==> config.mk <==
export PLATFORM = sky130hd
export DESIGN_NAME = slave_arbiter
export DESIGN_NICKNAME = d
export VERILOG_FILES = /design/src/rtl/slave_arbiter_pkg.sv /design/src/rtl/slave_arbiter_rr_arbiter2.sv /design/src/rtl/slave_arbiter.sv
export SDC_FILE = /design/constraint.sdc
export NUM_CORES = 1
export LEC_CHECK = 0
export CORE_UTILIZATION = 40
export DETAILED_ROUTE_END_ITERATION = 6
export PLACE_DENSITY = 0.86
export SYNTH_ARGS = -nofsm -noshare
export SYNTH_HDL_FRONTEND = slang
export SYNTH_SLANG_ARGS = --single-unit
==> constraint.sdc <==
create_clock -name clk -period 2.5 [get_ports clk]
set_input_delay 0.625 -clock clk [delete_from_list [all_inputs] [get_ports clk]]
set_output_delay 0.625 -clock clk [all_outputs]
set_load 0.05 [all_outputs]
==> src/rtl/slave_arbiter_pkg.sv <==
// Shared definitions for the slave-port arbiter: status codes, command codes, FSM states.
// Status codes are also consumed by the read-data routing logic.
package slave_arbiter_pkg;

    localparam logic [1:0] ST_IDLE    = 2'd0;
    localparam logic [1:0] ST_W_GRANT = 2'd1;
    localparam logic [1:0] ST_W_ACK   = 2'd2;
    localparam logic [1:0] ST_W_DATA  = 2'd3;

    localparam logic CMD_READ  = 1'b0;
    localparam logic CMD_WRITE = 1'b1;

    typedef enum logic [1:0] {
        S_IDLE  = 2'd0,
        S_GRANT = 2'd1,
        S_RDATA = 2'd2
    } state_e;

    // Status seen by master idx given the upcoming FSM state/owner and whether it is still pending.
    function automatic logic [1:0] stat_of(state_e st, logic own, logic idx, logic pend);
        if (st == S_GRANT && own == idx) return ST_W_ACK;
        if (st == S_RDATA && own == idx) return ST_W_DATA;
        if (pend) return ST_W_GRANT;
        return ST_IDLE;
    endfunction

endpackage

==> src/rtl/slave_arbiter_rr_arbiter2.sv <==
// Two-requester round-robin pick used only for the IDLE-state grant decision.
module rr_arbiter2 (
    input  logic [1:0] req_i,
    input  logic       ptr_i,
    output logic [1:0] gnt_o
);

    always_comb begin
        gnt_o = req_i;
        if (req_i == 2'b11) gnt_o = ptr_i ? 2'b10 : 2'b01;
    end

endmodule

==> src/rtl/slave_arbiter.sv <==
// Per-slave arbiter for the 2x2 interconnect: round-robin grant, ack pulse, read data phase.
// Define SLV_TIMEOUT_EN to add the W_ACK timeout abort and the err output.
module slave_arbiter
    import slave_arbiter_pkg::*;
#(
    parameter logic SLAVE_ID    = 1'b0,
    parameter int   TIMEOUT_CYC = 16
) (
    input  logic        clk,
    input  logic        reset,
    input  logic        m0_req,
    input  logic        m0_cmd,
    input  logic [31:0] m0_addr,
    input  logic [31:0] m0_wdata,
    output logic        m0_ack,
    input  logic        m1_req,
    input  logic        m1_cmd,
    input  logic [31:0] m1_addr,
    input  logic [31:0] m1_wdata,
    output logic        m1_ack,
    output logic        s_req,
    output logic        s_cmd,
    output logic [31:0] s_addr,
    output logic [31:0] s_wdata,
    input  logic        s_ack,
    output logic [1:0]  stat0,
    output logic [1:0]  stat1,
`ifdef SLV_TIMEOUT_EN
    output logic        err,
`endif
    output logic        owner
);

    state_e      state_q, state_d;
    logic        owner_q, owner_d;
    logic        cmd_q, cmd_d;
    logic [31:0] addr_q, addr_d;
    logic [31:0] wdata_q, wdata_d;
    logic [1:0]  ack_q, ack_d;
    logic        rr_q, rr_d;
    logic [1:0]  stat0_q, stat0_d;
    logic [1:0]  stat1_q, stat1_d;
    logic [1:0]  hit, eh, gnt;

    assign hit[0] = m0_req && (m0_addr[31] == SLAVE_ID);
    assign hit[1] = m1_req && (m1_addr[31] == SLAVE_ID);
    // A master still holding req during its ack cycle must not start a second transaction.
    assign eh = hit & ~ack_q;

    rr_arbiter2 u_rr (
        .req_i (eh),
        .ptr_i (rr_q),
        .gnt_o (gnt)
    );

`ifdef SLV_TIMEOUT_EN
    localparam int CNT_W = $clog2(TIMEOUT_CYC + 1);
    logic [CNT_W-1:0] cnt_q, cnt_d;
    logic             err_q, err_d;
    assign cnt_d = (state_q == S_GRANT) ? cnt_q + 1'b1 : '0;
    assign err   = err_q;
`endif

    always_comb begin
        state_d = state_q;
        owner_d = owner_q;
        cmd_d   = cmd_q;
        addr_d  = addr_q;
        wdata_d = wdata_q;
        ack_d   = 2'b00;
        rr_d    = rr_q;
`ifdef SLV_TIMEOUT_EN
        err_d   = 1'b0;
`endif
        case (state_q)
            S_IDLE: begin
                if (|eh) begin
                    state_d = S_GRANT;
                    owner_d = gnt[1];
                    cmd_d   = gnt[1] ? m1_cmd   : m0_cmd;
                    addr_d  = gnt[1] ? m1_addr  : m0_addr;
                    wdata_d = gnt[1] ? m1_wdata : m0_wdata;
                end
            end
            S_GRANT: begin
                if (s_ack) begin
                    ack_d = owner_q ? 2'b10 : 2'b01;
                    if (cmd_q == CMD_WRITE) begin
                        state_d = S_IDLE;
                        rr_d    = ~owner_q;
                    end else begin
                        state_d = S_RDATA;
                    end
                end
`ifdef SLV_TIMEOUT_EN
                else if (cnt_q == CNT_W'(TIMEOUT_CYC - 1)) begin
                    ack_d   = owner_q ? 2'b10 : 2'b01;
                    err_d   = 1'b1;
                    state_d = S_IDLE;
                    rr_d    = ~owner_q;
                end
`endif
            end
            S_RDATA: begin
                state_d = S_IDLE;
                rr_d    = ~owner_q;
            end
            default: state_d = S_IDLE;
        endcase
        stat0_d = stat_of(state_d, owner_d, 1'b0, eh[0] & ~ack_d[0]);
        stat1_d = stat_of(state_d, owner_d, 1'b1, eh[1] & ~ack_d[1]);
    end

    always_ff @(posedge clk or negedge reset) begin
        if (!reset) begin
            state_q <= S_IDLE;
            owner_q <= 1'b0;
            cmd_q   <= 1'b0;
            addr_q  <= '0;
            wdata_q <= '0;
            ack_q   <= 2'b00;
            rr_q    <= 1'b0;
            stat0_q <= ST_IDLE;
            stat1_q <= ST_IDLE;
`ifdef SLV_TIMEOUT_EN
            cnt_q   <= '0;
            err_q   <= 1'b0;
`endif
        end else begin
            state_q <= state_d;
            owner_q <= owner_d;
            cmd_q   <= cmd_d;
            addr_q  <= addr_d;
            wdata_q <= wdata_d;
            ack_q   <= ack_d;
            rr_q    <= rr_d;
            stat0_q <= stat0_d;
            stat1_q <= stat1_d;
`ifdef SLV_TIMEOUT_EN
            cnt_q   <= cnt_d;
            err_q   <= err_d;
`endif
        end
    end

    assign s_req   = (state_q == S_GRANT);
    assign s_cmd   = cmd_q;
    assign s_addr  = addr_q;
    assign s_wdata = wdata_q;
    assign m0_ack  = ack_q[0];
    assign m1_ack  = ack_q[1];
    assign stat0   = stat0_q;
    assign stat1   = stat1_q;
    assign owner   = owner_q;

endmodule

==> out/summary.log <==
INFO  outcome        outcome=finished, final reports clean
INFO  synth          yosys.area_share.simple=11.1%
INFO  synth          yosys.area_share.xor_xnor=0%
INFO  detailed_routing drt_first_iter_violations=146
INFO  timing         relSlewSlack=62.6%
INFO  grt            grtUsageTotal=20.4%
INFO  synth          yosys.cell_types.count=30
INFO  synth          mappedNetlistArea=3560µm²
INFO  synth          ys.warnings.count=0
INFO  cts            cts-resized-gates=0
INFO  power          cellInternalPower=3980µW
INFO  synth          synthesis.instances=338
INFO  floorplan      die_height=96.4µm
INFO  synth          area_fraction_in_compound_gates_after_synthesis=12.5%
INFO  floorplan      floorplan.core_area=8680µm²
INFO  floorplan      area_of_the_die=9290µm²
INFO  placement      port-buffer-count=207
INFO  timing         period_share=90.3%
INFO  synth          synth_seq_area_share=52.7%
INFO  cts            numCtsBuffers=9
INFO  timing         layout_setup_ws=0.243ns
INFO  synth          postSynthRegisterBits=75
INFO  critical_path  r2r_slack=0.52ns
INFO  critical_path  critical_path_depth=1
INFO  detailed_routing antenna_left=0
INFO  synth          muxShareOfSynthArea=18.0%
INFO  final_layout   finish.net_count=682
INFO  cts            tritoncts=built
INFO  worst_hold_path hold_path_class=input pin to asynchronous set/reset pin
INFO  grt            grt-ovfl-total=0
INFO  critical_path  critPathLaunchType=register
INFO  grt            grt_pass1_wl=14.3mm
INFO  critical_path  critical-path-slowest-cell=sky130_fd_sc_hd__clkdlybuf4s50_1
INFO  placement      finalWeightedCongestion=0.799
INFO  power          p_leak=0.00250µW
INFO  critical_path  timing.critical_path.slowest_cell_delay=0.84ns
INFO  timing         layout_min_cycle_time=2.26ns
INFO  placement      dpl.hpwl=7.38mm
INFO  floorplan      io-pin-count=208
INFO  cts            cts_root_buf=sky130_fd_sc_hd__clkbuf_8
INFO  synth          synth_adder_area_share=0.702%
INFO  critical_path  top_cell_family_by_delay_on_the_critical_path=buffers and inverters
INFO  critical_path  worstRegToRegCells=7
INFO  synth          synth_top_family_by_area=multiplexers
INFO  timing         timing_worst_slew_pin_value=0.559ns
INFO  placement      placement.setup.worst_slack=0.0239ns
INFO  detailed_routing route.detailed.wl_per_inst=14.6µm
INFO  power          power.switching_fraction=48.6%
INFO  timing         setup-violations-final=0
INFO  final_layout   fill_cells=660
INFO  detailed_routing num_vias=3169
INFO  synth          synth.net_count=475
INFO  detailed_routing drt_drc_violations_left=0
INFO  timing         finalSetupTns=0ns
INFO  final_layout   fraction_of_layout_instances_using_a_drive_strength_above_1=6.19%
INFO  detailed_routing wl=9.57mm
INFO  cts            tritoncts_num_sinks=75
INFO  cts            postCtsSetupBuffers=0
INFO  power          clkPwrFrac=13.1%
INFO  floorplan      initial_utilization=41.1%
INFO  grt            grt_pass1_vias=3171
INFO  cts            cts-htree-levels=3
INFO  detailed_routing drt_pre_antenna_iters=5
INFO  detailed_routing detail_route.vias_per_cell=4.82
INFO  critical_path  data_required_time_of_the_critical_path=1.88ns
INFO  power          pwr-share-seq=27.0%
INFO  power          comb_power_share=59.9%
INFO  power          peakVddDrop=0.000593V
INFO  grt            grt_max_degree=81
INFO  power          power_density=1300nW/µm²
INFO  synth          postSynthAreaPerCell=10.5µm²
INFO  cts            latest_clock_arrival_within_the_worst_skew_pair=0.34ns
INFO  final_layout   num_antenna_cells=0
INFO  timing         hold_viol_final=0
INFO  critical_path  cp_cell_sequence=clkdlybuf4s50_1
INFO  critical_path  worstPathArrival=1.63ns
INFO  placement      number_of_cells_in_the_design_after_placement=642
INFO  final_layout   finish.utilization=68.8%
INFO  final_layout   final-instance-count-excl-fill=657
INFO  floorplan      rows=34
INFO  timing         final.setup_skew=0.0122ns
INFO  critical_path  setup.worst_path.class=register to output port
INFO  critical_path  crit_fanout=6
INFO  cts            cts_hold_bufs=0
INFO  timing         fmaxAchievable=443MHz
INFO  power          power=7730µW
INFO  power          power.switching=3760µW
INFO  run            max_cap_violations=0
INFO  timing         rsz_0062_raised_after_global_routing=false
INFO  grt            grt_antenna_before_repair=0
INFO  critical_path  timing.critical_path.buf_inv=1
INFO  floorplan      fp.dieW=96.4µm
INFO  cts            clkTransAtPathRegs=0.07ns
INFO  timing         slew_violations=0
INFO  critical_path  critPathCaptureType=output port
INFO  final_layout   synthToLayoutAreaGrowth=67.4%
INFO  cts            cts.path.max_buffers=2
-- cell usage in the layout, fill, tap and decap left out, types with 5 or more instances in the layout --
cell type | synthesis | layout
sky130_fd_sc_hd__a21oi_1 | 6 | 6
sky130_fd_sc_hd__buf_12 | 1 | 5
sky130_fd_sc_hd__buf_4 | 0 | 8
sky130_fd_sc_hd__clkbuf_8 | 0 | 10
sky130_fd_sc_hd__clkdlybuf4s50_1 | 0 | 205
sky130_fd_sc_hd__dfrtp_1 | 75 | 75
sky130_fd_sc_hd__mux2i_1 | 64 | 64
sky130_fd_sc_hd__nand2_1 | 67 | 67
sky130_fd_sc_hd__o21ai_0 | 12 | 11
sky130_fd_sc_hd__o21ai_1 | 60 | 60
-- worst reg2reg max path: stages, from the launching register on --
cell and delay, ns:
sky130_fd_sc_hd__dfrtp_1 0.42, sky130_fd_sc_hd__inv_1 0.10, sky130_fd_sc_hd__ha_1 0.39, sky130_fd_sc_hd__nand2_1 0.09, sky130_fd_sc_hd__a2111oi_0 0.42, sky130_fd_sc_hd__buf_4 0.19
sky130_fd_sc_hd__o21ai_0 0.07, sky130_fd_sc_hd__a22oi_1 0.21
-- state kept, by name, summed over array words and instances, names as in the netlist --
register / flops
rr_q: 1
owner: 1
s_cmd: 1
s_wdata: 32
s_addr: 32
state_q: 2
stat1: 2
stat0: 2
ack_q: 2
-- synth_stat cells, drive strengths merged --
cell	n	share of area (%)
dfrtp	75	53
o21ai	72	10
nand2	67	7.1
mux2i	64	18
buf	15	4.0
clkbuf	7	0.74
a21oi	6	0.84
nand2b	4	0.70
nor2	4	0.42
inv	3	0.32
a22oi	2	0.42
and2	2	0.42
ha	2	0.70
nor2b	2	0.35
nor3b	2	0.56
o21a	2	0.42
or3b	2	0.49
a2111oi	1	0.25
a21boi	1	0.21
a32oi	1	0.25
and3	1	0.18
nand3b	1	0.21
nand4bb	1	0.32
or4b	1	0.39
-- cells by family (layout without fill, tap and decap cells) --
group / count (synthesis) / in the layout
simple gates: 87 / 87
flops: 75 / 75
buf+inv: 25 / 236
mux: 64 / 64
fa+ha+maj: 2 / 2
compound gates: 85 / 85
-- cell type report --
cell class | instances | area (µm²) | share of cell area, %
Clock buffer | 10 | 138 | 2.31
Clock inverter | 5 | 77.6 | 1.30
Inverter | 3 | 11.3 | 0.189
Multi-Input combinational cell | 238 | 1520 | 25.4
Sequential cell | 75 | 1880 | 31.4
Tap cell | 108 | 135 | 2.26
Timing Repair Buffer | 218 | 2210 | 37.1
-- power groups by stage --
stage / Combinational, µW / Clock [µW] / Sequential (µW)
2_1_floorplan: 1150 / 0 / 3950
3_3_place_gp: 4570 / 0 / 2080
3_5_place_dp: 4660 / 0 / 2110
4_1_cts: 4670 / 1040 / 2090
5_1_grt: 4940 / 1100 / 2160
6_report: 4640 / 1010 / 2090
-- final timing paths --
| check | from | to |
|---|---|---|
| setup / recovery | owner | owner |
| hold / removal | reset | s_addr[19] |
| setup reg to reg | state_q[1] | stat0[0] |
| hold reg to reg | s_wdata[17] | s_wdata[17] |
| max in group asynchronous | reset | s_addr[28] |
| min in group clk | s_wdata[17] | s_wdata[17] |
-- per-stage QoR --
step | hold WS [ns] | cell area (µm²)
floorplan | 0.329 | 3560
global placement | 0.461 | 5750
detailed placement | 0.469 | 5750
CTS | 0.227 | 5970
global route | 0.233 | 5970
finish | 0.223 | 5970
-- layer usage --
metal  GRT usage [%]  part of all wire, %  vias to the layer above
met5               0                    0                        -
met4            7.48                  1.2                        0
met3            6.42                   11                        9
met2            35.3                   49                      150
met1            23.7                   40                     1431
li1                -                    -                     1579
Note: power is estimated with default switching activity, not from simulation.
